File: src/rtl/mem_ctrl.sv
// mem_ctrl: arbitrates one byte-wide RAM port between IF and MEM, 1/2/4-byte accesses.
// Define MEM_CTRL_IBUF_EN to add a one-entry instruction buffer.
module mem_ctrl (
  input  logic        clk,
  input  logic        rst,
  input  logic        if_req,
  input  logic [31:0] if_addr,
  input  logic        jump_flush,
  input  logic        mem_req,
  input  logic        mem_we,
  input  logic [1:0]  mem_len,
  input  logic [31:0] mem_addr,
  input  logic [31:0] mem_wdata,
  input  logic [7:0]  ram_din,
  output logic [31:0] ram_addr,
  output logic [7:0]  ram_dout,
  output logic        ram_wr,
  output logic        if_done,
  output logic [31:0] if_inst,
  output logic        mem_done,
  output logic [31:0] mem_rdata,
  output logic        stallreq_if,
  output logic        stallreq_mem
);

  typedef enum logic [1:0] {IDLE, IF_RD, MEM_RD, MEM_WR} state_t;

  state_t      state;
  logic [2:0]  cnt;
  logic [2:0]  nbytes;
  logic [31:0] asm_q;
  logic [31:0] asm_next;
  logic [2:0]  mem_n;
  logic [2:0]  cnt_nx;
  logic [7:0]  wbyte;
  logic        take_mem;
  logic        take_if;
  logic        ibuf_hit;
  logic [31:0] ibuf_word;

`ifdef MEM_CTRL_IBUF_EN
  logic        ibuf_valid;
  logic [29:0] ibuf_tag;
  assign ibuf_hit = ibuf_valid && (ibuf_tag == if_addr[31:2]);
`else
  assign ibuf_hit  = 1'b0;
  assign ibuf_word = '0;
`endif

  assign stallreq_if  = if_req && !if_done;
  assign stallreq_mem = mem_req && !mem_done;

  // MEM is the older instruction, so it wins the port
  assign take_mem = mem_req && !mem_done;
  assign take_if  = !take_mem && if_req && !if_done && !jump_flush;
  assign cnt_nx   = cnt + 3'd1;

  always_comb begin
    case (mem_len)
      2'd0:    mem_n = 3'd1;
      2'd1:    mem_n = 3'd2;
      default: mem_n = 3'd4;
    endcase
  end

  // byte arriving now belongs to the address issued two edges ago
  always_comb begin
    asm_next = asm_q;
    case (cnt)
      3'd1:    asm_next[7:0]   = ram_din;
      3'd2:    asm_next[15:8]  = ram_din;
      3'd3:    asm_next[23:16] = ram_din;
      3'd4:    asm_next[31:24] = ram_din;
      default: ;
    endcase
  end

  always_comb begin
    case (cnt_nx[1:0])
      2'd1:    wbyte = mem_wdata[15:8];
      2'd2:    wbyte = mem_wdata[23:16];
      2'd3:    wbyte = mem_wdata[31:24];
      default: wbyte = mem_wdata[7:0];
    endcase
  end

  always_ff @(posedge clk or posedge rst) begin
    if (rst) begin
      state     <= IDLE;
      cnt       <= '0;
      nbytes    <= '0;
      asm_q     <= '0;
      ram_addr  <= '0;
      ram_dout  <= '0;
      ram_wr    <= 1'b0;
      if_done   <= 1'b0;
      if_inst   <= '0;
      mem_done  <= 1'b0;
      mem_rdata <= '0;
`ifdef MEM_CTRL_IBUF_EN
      ibuf_valid <= 1'b0;
      ibuf_tag   <= '0;
      ibuf_word  <= '0;
`endif
    end else begin
      if_done  <= 1'b0;
      mem_done <= 1'b0;
      unique case (state)
        IDLE: begin
          if (take_mem) begin
            state    <= mem_we ? MEM_WR : MEM_RD;
            ram_addr <= mem_addr;
            cnt      <= '0;
            nbytes   <= mem_n;
            asm_q    <= '0;
            if (mem_we) begin
              ram_dout <= mem_wdata[7:0];
              ram_wr   <= 1'b1;
`ifdef MEM_CTRL_IBUF_EN
              if (mem_addr[31:2] == ibuf_tag) ibuf_valid <= 1'b0;
`endif
            end
          end else if (take_if && ibuf_hit) begin
            if_done <= 1'b1;
            if_inst <= ibuf_word;
          end else if (take_if) begin
            state    <= IF_RD;
            ram_addr <= if_addr;
            cnt      <= '0;
            nbytes   <= 3'd4;
            asm_q    <= '0;
          end
        end
        IF_RD, MEM_RD: begin
          if (state == IF_RD && jump_flush) begin
            state <= IDLE;
          end else begin
            asm_q <= asm_next;
            if (cnt == nbytes) begin
              state <= IDLE;
              if (state == IF_RD) begin
                if_done <= 1'b1;
                if_inst <= asm_next;
`ifdef MEM_CTRL_IBUF_EN
                ibuf_valid <= 1'b1;
                ibuf_tag   <= ram_addr[31:2];
                ibuf_word  <= asm_next;
`endif
              end else begin
                mem_done  <= 1'b1;
                mem_rdata <= asm_next;
              end
            end else begin
              cnt <= cnt_nx;
              if (cnt_nx < nbytes) ram_addr <= ram_addr + 32'd1;
            end
          end
        end
        MEM_WR: begin
          if (cnt_nx == nbytes) begin
            state    <= IDLE;
            ram_wr   <= 1'b0;
            mem_done <= 1'b1;
          end else begin
            cnt      <= cnt_nx;
            ram_addr <= ram_addr + 32'd1;
            ram_dout <= wbyte;
          end
        end
      endcase
    end
  end

endmodule

File: config.mk
export PLATFORM = sky130hd
export DESIGN_NAME = mem_ctrl
export DESIGN_NICKNAME = d
export VERILOG_FILES = /design/src/rtl/mem_ctrl.sv
export SDC_FILE = /design/constraint.sdc
export NUM_CORES = 1
export LEC_CHECK = 0
export CORE_MARGIN = 5
export CORE_UTILIZATION = 52
export DETAILED_ROUTE_END_ITERATION = 6
export PLACE_DENSITY_LB_ADDON = 0.08
export SLEW_MARGIN = 20
export SYNTH_ARGS = -nofsm -noshare
export SYNTH_HDL_FRONTEND = slang
export SYNTH_SLANG_ARGS = --single-unit
File: constraint.sdc
create_clock -name clk -period 14.2 [get_ports clk]
set_input_delay 2.13 -clock clk [delete_from_list [all_inputs] [get_ports clk]]
set_output_delay 2.13 -clock clk [all_outputs]
set_load 0.05 [all_outputs]
## Yosys cells after proc, flatten, opt, wreduce, memory -nomap -nowiden

Cells that the tools add are included.

- Output and inout bits: 109
- Bits in registers: 147
- Input bits: 112
- Logic and storage cells: 112

- $lt $le $gt $ge: 1
- $add $sub $neg: 2
- Equality and inequality tests: 22
- Bitwise gates (word level): 2
- Reductions and logical operators: 25
- Multiplexer cells: 49

Operator list:

| kind | count |
|---|---|
| 32-bit 2-to-1 mux | 9 |
| 32-bit case mux with 3 select lines | 1 |
| 32-bit case mux with 2 select lines | 1 |
| 8-bit 2-to-1 mux | 7 |
| 32-bit by 1-bit adder with 32-bit output, second input constant | 1 |
| 8-bit case mux with 3 select lines | 1 |
| 3-bit 2-to-1 mux | 7 |
| 4-bit AND reduction | 5 |
| 8-bit case mux with 2 select lines | 1 |
| 2-bit != test, second input constant | 7 |
| 1-bit 2-to-1 mux | 12 |
| 2-bit 2-to-1 mux | 5 |
| 3-bit case mux with 3 select lines | 1 |
| 2-bit equality test, second input constant | 4 |
| 2-bit by 1-bit equality test with 1-bit output, second input constant | 3 |
| 3-bit by 2-bit equality test with 1-bit output, second input constant | 2 |
| 3-bit equality test | 2 |
| 1-bit logical AND | 6 |
| 3-bit != test, second input constant | 2 |
| 2-bit case mux with 3 select lines | 1 |
| 3-bit case mux with 2 select lines | 1 |
| 3-bit AND reduction | 2 |
| 2-bit nonzero test | 3 |
| 5-bit AND reduction | 1 |
| other kinds (10) | 16 |

## Longest topological paths before layout

Gate-level depths: netlist (run 1).

- Word-level depth: 9
- Depth in mapped cells: 11
- Gate-level depth less buffers: 8

## Worst setup path after synthesis (run 1)

No wires, ideal clock.

- Path type: input port to output port
- From: input mem_req
- To: output stallreq_mem
- Path buffers: 2
- Path slack: 8.804 ns
- Data arrival time: 3.266 ns
- Data required time: 12.070 ns
- Cell stages on the path: 4
- Cells stage by stage: nand2b_1 -> inv_1 -> clkbuf_1 -> clkbuf_1

- Cells in the longest elaborated chain, start to end: 1

Ends and longest elaborated chain:

| what | line | text |
|---|---|---|
| from (decl) | 9 | `input logic mem_req,` |
| 1-bit logical AND | 51 | `assign stallreq_mem = mem_req && !mem_done;` |
| to (decl) | 23 | `output logic stallreq_mem` |

Every way passes these cells.

## Final worst setup path (run 1)

- From: input if_req
- To: output stallreq_if

- Cells in the longest elaborated chain, start to end: 1

Ends and longest elaborated chain:

| what | line | text |
|---|---|---|
| from (decl) | 6 | `input logic if_req,` |
| 1-bit logical AND | 50 | `assign stallreq_if = if_req && !if_done;` |
| to (decl) | 22 | `output logic stallreq_if,` |

Every way passes these cells.

==> qor.yml, run 1 <==
setup_path:
  critical_path_class: "in -> out"
  timing.critical_path.arrival_ns: 3.53
  end_kind: "output pin"
  cp-start-kind: "input port"
  reg2reg_depth: 9
  cp.required_ns: 12.07
  worst-path-max-fanout: 2
drt:
  drcViolationCount: 0
  routedWlPerCell_um: 18.8
  via_count: 7116
  met1Wirelength_um: 9590
  dr_wl_met2_um: 10800
  drtIter0Drc: 521
  drt_pass1_iterations: 5
  highest_layer: "met4"
  met3_length_um: 1690
  drt_wl_total_um: 22600
  postRouteAntennaNets: 0
  viasPerCell: 5.93
floorplanning:
  dieArea_sq_um: 17200
  fp-row-count: 44
  die_y_um: 131
  fp.coreArea_sq_um: 14500
  fp.dieW_um: 131
  top_level_ports: 221
  start_util_pct: 52.6
finish:
  final_nets: 1128
  final_util_pct: 72.3
  layout-drive-gt1-share_pct: 6.10
  insertedDiodeCount: 0
  fillCellCount: 1174
  multi_input_area_sq_um: 3610
  final-seq-area_sq_um: 3680
  area_growth_pct: 37.4
clock_tree:
  cts_tree: "yes"
  htree_num_levels: 4
  clk_latency_ns: 0.43
  clock_sinks: 147
  post-cts-setup-buffers: 0
  cts_made_buffers: 17
  hold_buffers: 0
  ctsRootBufferMaster: "clkbuf_16"
  cts_resized: 0
  clk_pin_slew_ns: 0.06
  clock_path_buffers: 2
synth:
  ys_seq_area_share_pct: 48.3
  synth-edff-count: 0
  synth_warnings: 0
  synth_common_cells: "147 x dfrtp_1, 124 x nand2_1, 74 x nor2_1"
  synthArstFlopShare_pct: 100
  yosys.area.top_type: "dfrtp_1"
  synth_most_common_cell: "dfrtp_1"
  synth_seq_cells: 147
  syn_area_sq_um: 7620
  synthFlopType: "dfrtp_1"
  postSynthCellCount: 820
  synth_nets: 945
  synth_cell_types: 56
  syn_avg_cell_area_sq_um: 9.29
  synth_area_leaders: "dfrtp_1 48%, nand2_1 6.1%, mux2i_1 4.9%, o21ai_0 4.0%, a22o_1 3.8%"
  synthDominantCellAreaShare_pct: 48.3
timing:
  fin_ws_ns: 8.54
  worst_pin_slew_ns: 1.01
  period_needed_ns: 5.66
  hold_violations: 0
  rsz0062_at_grt: "no"
  setup_tns_ns: 0
  finalMaxSlewViolations: 0
  timing.final.crit_share_pct: 39.9
  skew_ns: 0.00899
  hold-worst-slack_ns: 0.475
  setup_viol: 0
  fmax_mhz: 177
  slew-limit-headroom_pct: 32.3
job:
  maxCapViolations: 0
placement:
  post-place-ws_ns: 8.54
  numPortBuffers: 220
  hpwl_um: 15600
  gp_congestion: 0.878
min_path:
  hold_depth: 2
  hp-class: "reg -> reg"
grt:
  grt-ovfl-total: 0
  track_usage_pct: 26.2
  grt_pass1_wl_um: 35300
  grt_max_degree: 80
  antenna_found_initial: 0
  grt_pass1_vias: 6751
power_and_ir_drop:
  ir_drop_mv: 0.150
  power_density_nw_per_um2: 277
  total_power_mw: 2.90
  leakage_nw: 4.45
run_status:
  status: "completed"
stage by stage:
| stage | instance area (sq um) | cells |
|---|---|---|
| floorplan | 7620 | 820 |
| detailed placement | 9840 | 1168 |
| global placement | 9840 | 1168 |
| CTS | 10500 | 1200 |
| finish | 10500 | 1200 |
| global route | 10500 | 1200 |
power by group:
| part | internal (mW) | switching, mW | leakage, nW |
|---|---|---|---|
| Combinational | 0.578 | 1.10 | 2.30 |
| Clock | 0.289 | 0.188 | 0.306 |
| Sequential | 0.594 | 0.152 | 1.85 |
| Total | 1.46 | 1.44 | 4.45 |
metal layers:
layer	global-route usage (%)	vias to the layer above
li1	-	3344
met1	34.9	3449
met2	41.9	285
met3	7.29	38
met4	8.11	0
met5	0	-
layout by cell type, fill, tap and decap left out, types with 14 or more instances in the layout:
cell,instances
nand2_1,124
a31oi_1,24
a21oi_1,57
o21ai_0,61
clkbuf_16,17
inv_1,14
a22o_1,33
clkdlybuf4s50_1,220
nand4_1,17
dfrtp_1,147
nor2_1,73
nand3_1,33
mux2i_1,37
area by class of cell:
type                       instances  share of cell area, %
sequential                       147                   35.1
clock inverter                    13                   1.64
clock buffer                      19                   4.32
multi-input combinational        593                   34.5
inverter                          16                  0.645
tap                              184                   2.20
timing repair buffer             228                   21.6
state kept, by name, summed over array words and instances (netlist names):
register	flops
nbytes	3
mem_rdata	32
if_done	1
mem_done	1
ram_wr	1
asm_q	32
ram_dout	8
state	2
ram_addr	32
if_inst	32
cnt	3
logic make-up after synthesis:
family          after synthesis  share of synthesized area, %
compound gates              236                          20.8
xor+xnor                      2                         0.230
simple gates                304                          18.9
buf+inv                      80                          4.61
fa+ha+maj                    13                          2.13
mux                          38                          5.01
flops                       147                          48.3
critical path, cell delays in order:
cell	delay, ns
clkdlybuf4s50_1	0.47
nor2b_1	0.13
clkdlybuf4s50_1	0.81
final timing paths:
check,end,start,slack (ns)
setup / recovery,stallreq_if,if_req,8.54
hold / removal,if_inst[6],if_inst[6],0.48
setup reg to reg,ram_addr[1],cnt[1],11.17
hold reg to reg,if_inst[6],if_inst[6],0.48
max in group asynchronous,nbytes[2],rst,10.57
min in group asynchronous,cnt[1],rst,2.18
Power figures use the tool's default switching activity.
==> inputs of run 2 (changes only) <==
--- a/config.mk
+++ b/config.mk
@@ -6,7 +6,7 @@
 export NUM_CORES = 1
 export LEC_CHECK = 0
 export CORE_MARGIN = 5
-export CORE_UTILIZATION = 52
+export CORE_UTILIZATION = 44
 export DETAILED_ROUTE_END_ITERATION = 6
 export PLACE_DENSITY_LB_ADDON = 0.08
 export SLEW_MARGIN = 20
==> constraint.sdc (replaced) <==
create_clock -name clk -period 4.8 [get_ports clk]
set_input_delay 0.72 -clock clk [delete_from_list [all_inputs] [get_ports clk]]
set_output_delay 0.72 -clock clk [all_outputs]
set_load 0.05 [all_outputs]
==> qor.yml, run 2 (synthesis results as in run 1) <==
finish:
  layout-drive-gt1-share_pct: 6.30
  final_cell_mix: "219 x clkdlybuf4s50_1, 147 x dfrtp_1, 124 x nand2_1"
  fillCellCount: 1518
  area_growth_pct: 38.0
  final_cell_area_sq_um: 10500
  layout.cells.non_filler: 1241
  final_nets: 1128
  insertedDiodeCount: 0
  layout_commonest_cell: "clkdlybuf4s50_1"
min_path:
  hp-class: "reg -> reg"
floorplanning:
  die_y_um: 142
  fp-row-count: 48
  start_util_pct: 44.5
  fp.coreArea_sq_um: 17100
  dieArea_sq_um: 20100
  top_level_ports: 221
  fp.dieW_um: 142
grt:
  grt-ovfl-total: 0
  grt_use_met1_pct: 31.6
  track_usage_pct: 22.6
  grt_pass1_wl_um: 36200
  grt_pass1_vias: 6710
  antenna_found_initial: 0
  met2_usage_pct: 35.2
  grt_max_degree: 94
  top_usage_layer: "met2"
  grtUsageMet3_pct: 5.70
setup_path:
  crit_end: "ram_addr[0]"
  end_kind: "register"
  critical_path_class: "reg -> reg"
  reg2reg_depth: 8
  cp-start-kind: "register"
  worst-path-max-fanout: 10
  startpoint: "cnt[0]"
  cp.required_ns: 5.11
  regToRegEndpoint: "ram_addr[0]"
  timing.rr.start: "cnt[0]"
  rrSetupSlack_ns: 1.67
  timing.critical_path.arrival_ns: 3.44
timing:
  fmax_mhz: 319
  hold-worst-slack_ns: 0.476
  period_needed_ns: 3.13
  hold_violations: 0
  timing.final.crit_share_pct: 65.3
  finalMaxSlewViolations: 0
  worst_pin_slew_ns: 1.17
  rsz0062_at_grt: "no"
  setup_tns_ns: 0
  setup_viol: 0
  skew_ns: 0.00908
  fin_ws_ns: 1.67
  slew-limit-headroom_pct: 21.5
clock_tree:
  hold_buffers: 0
  post-cts-setup-buffers: 0
  ctsRootBufferMaster: "clkbuf_16"
  cts_resized: 0
  htree_num_levels: 4
  cts_tree: "yes"
  clock_path_buffers: 2
  cts_made_buffers: 17
  clock_sinks: 147
  clk_pin_slew_ns: 0.06
  clk_latency_ns: 0.42
job:
  maxCapViolations: 0
drt:
  viasPerCell: 5.62
  drt_wl_total_um: 22600
  routedWlPerCell_um: 18.2
  drtIter0Drc: 514
  postRouteAntennaNets: 0
  drcViolationCount: 0
  via_count: 6972
  drt_pass1_iterations: 7
placement:
  hpwl_um: 16100
  gp_congestion: 0.858
  numPortBuffers: 220
  place_area_sq_um: 9890
  post-place-ws_ns: 1.29
  dpl.cell_count: 1209
power_and_ir_drop:
  leakage_nw: 4.44
  power_density_nw_per_um2: 813
  ir_drop_mv: 0.458
run_status:
  status: "completed"
==> run 2: cell count changes in the layout (fill, tap and decap cells not counted) <==
cell / change
nor4_4: -1
clkinv_2: -1
clkinvlp_4: +1
inv_8: +2
nor3b_2: +1
buf_4: +1
clkdlybuf4s50_1: -1
nor3b_1: -1
clkbuf_8: -2
nor4_2: +1
==> run 2: worst max-delay path, stage by stage, from the launching register on <==
cell	delay, ns
dfrtp_1	0.39
inv_1	0.10
ha_1	0.32
ha_1	0.31
nor2b_1	0.14
o211a_1	0.23
a21oi_1	0.70
nand2_1	0.42
o311ai_0	0.41
==> run 2: how the worst min path moves through the flow <==
stage | endpoint | start | depth (start not counted) | slack, ns
6_report | if_inst[9] | if_inst[9] | 2 | 0.48
5_1_grt | if_inst[15] | if_inst[15] | 2 | 0.51
4_1_cts | if_inst[9] | if_inst[9] | 2 | 0.48
3_5_place_dp | if_inst[4] | if_inst[4] | 2 | 0.47
3_3_place_gp | if_inst[10] | if_inst[10] | 2 | 0.46
2_1_floorplan | nbytes[0] | nbytes[0] | 2 | 0.45
==> run 2: layout make-up <==
type                            count  area (sq um)  area share [%]
Tap cell                          225           282            2.68
Clock inverter                     15           196            1.87
Multi-Input combinational cell    593          3610            34.3
Timing Repair Buffer              228          2260            21.5
Sequential cell                   147          3680            35.0
Inverter                           16          67.6           0.642
Clock buffer                       17           425            4.04
==> run 2: report_power, final <==
part / internal, mW / switching (mW) / leakage, nW / total, mW
sequential: 1.76 / 0.448 / 1.85 / 2.20
combinational: 1.70 / 3.25 / 2.30 / 4.95
clock: 0.834 / 0.565 / 0.300 / 1.40
total: 4.29 / 4.26 / 4.44 / 8.55
==> run 2: stage by stage <==
step           util (%)  power [mW]
2_1_floorplan         -        5.63
5_1_grt            61.4        9.06
4_1_cts            61.4        8.58
6_report           61.4        8.55
3_5_place_dp       57.8        7.17
3_3_place_gp       57.8        7.09
==> run 2: routing by layer <==
layer / wire, um / share of wire [%]
met1: 10300 / 45
met5: 0 / 0
met2: 10400 / 46
met3: 1690 / 7.5
met4: 320 / 1.4
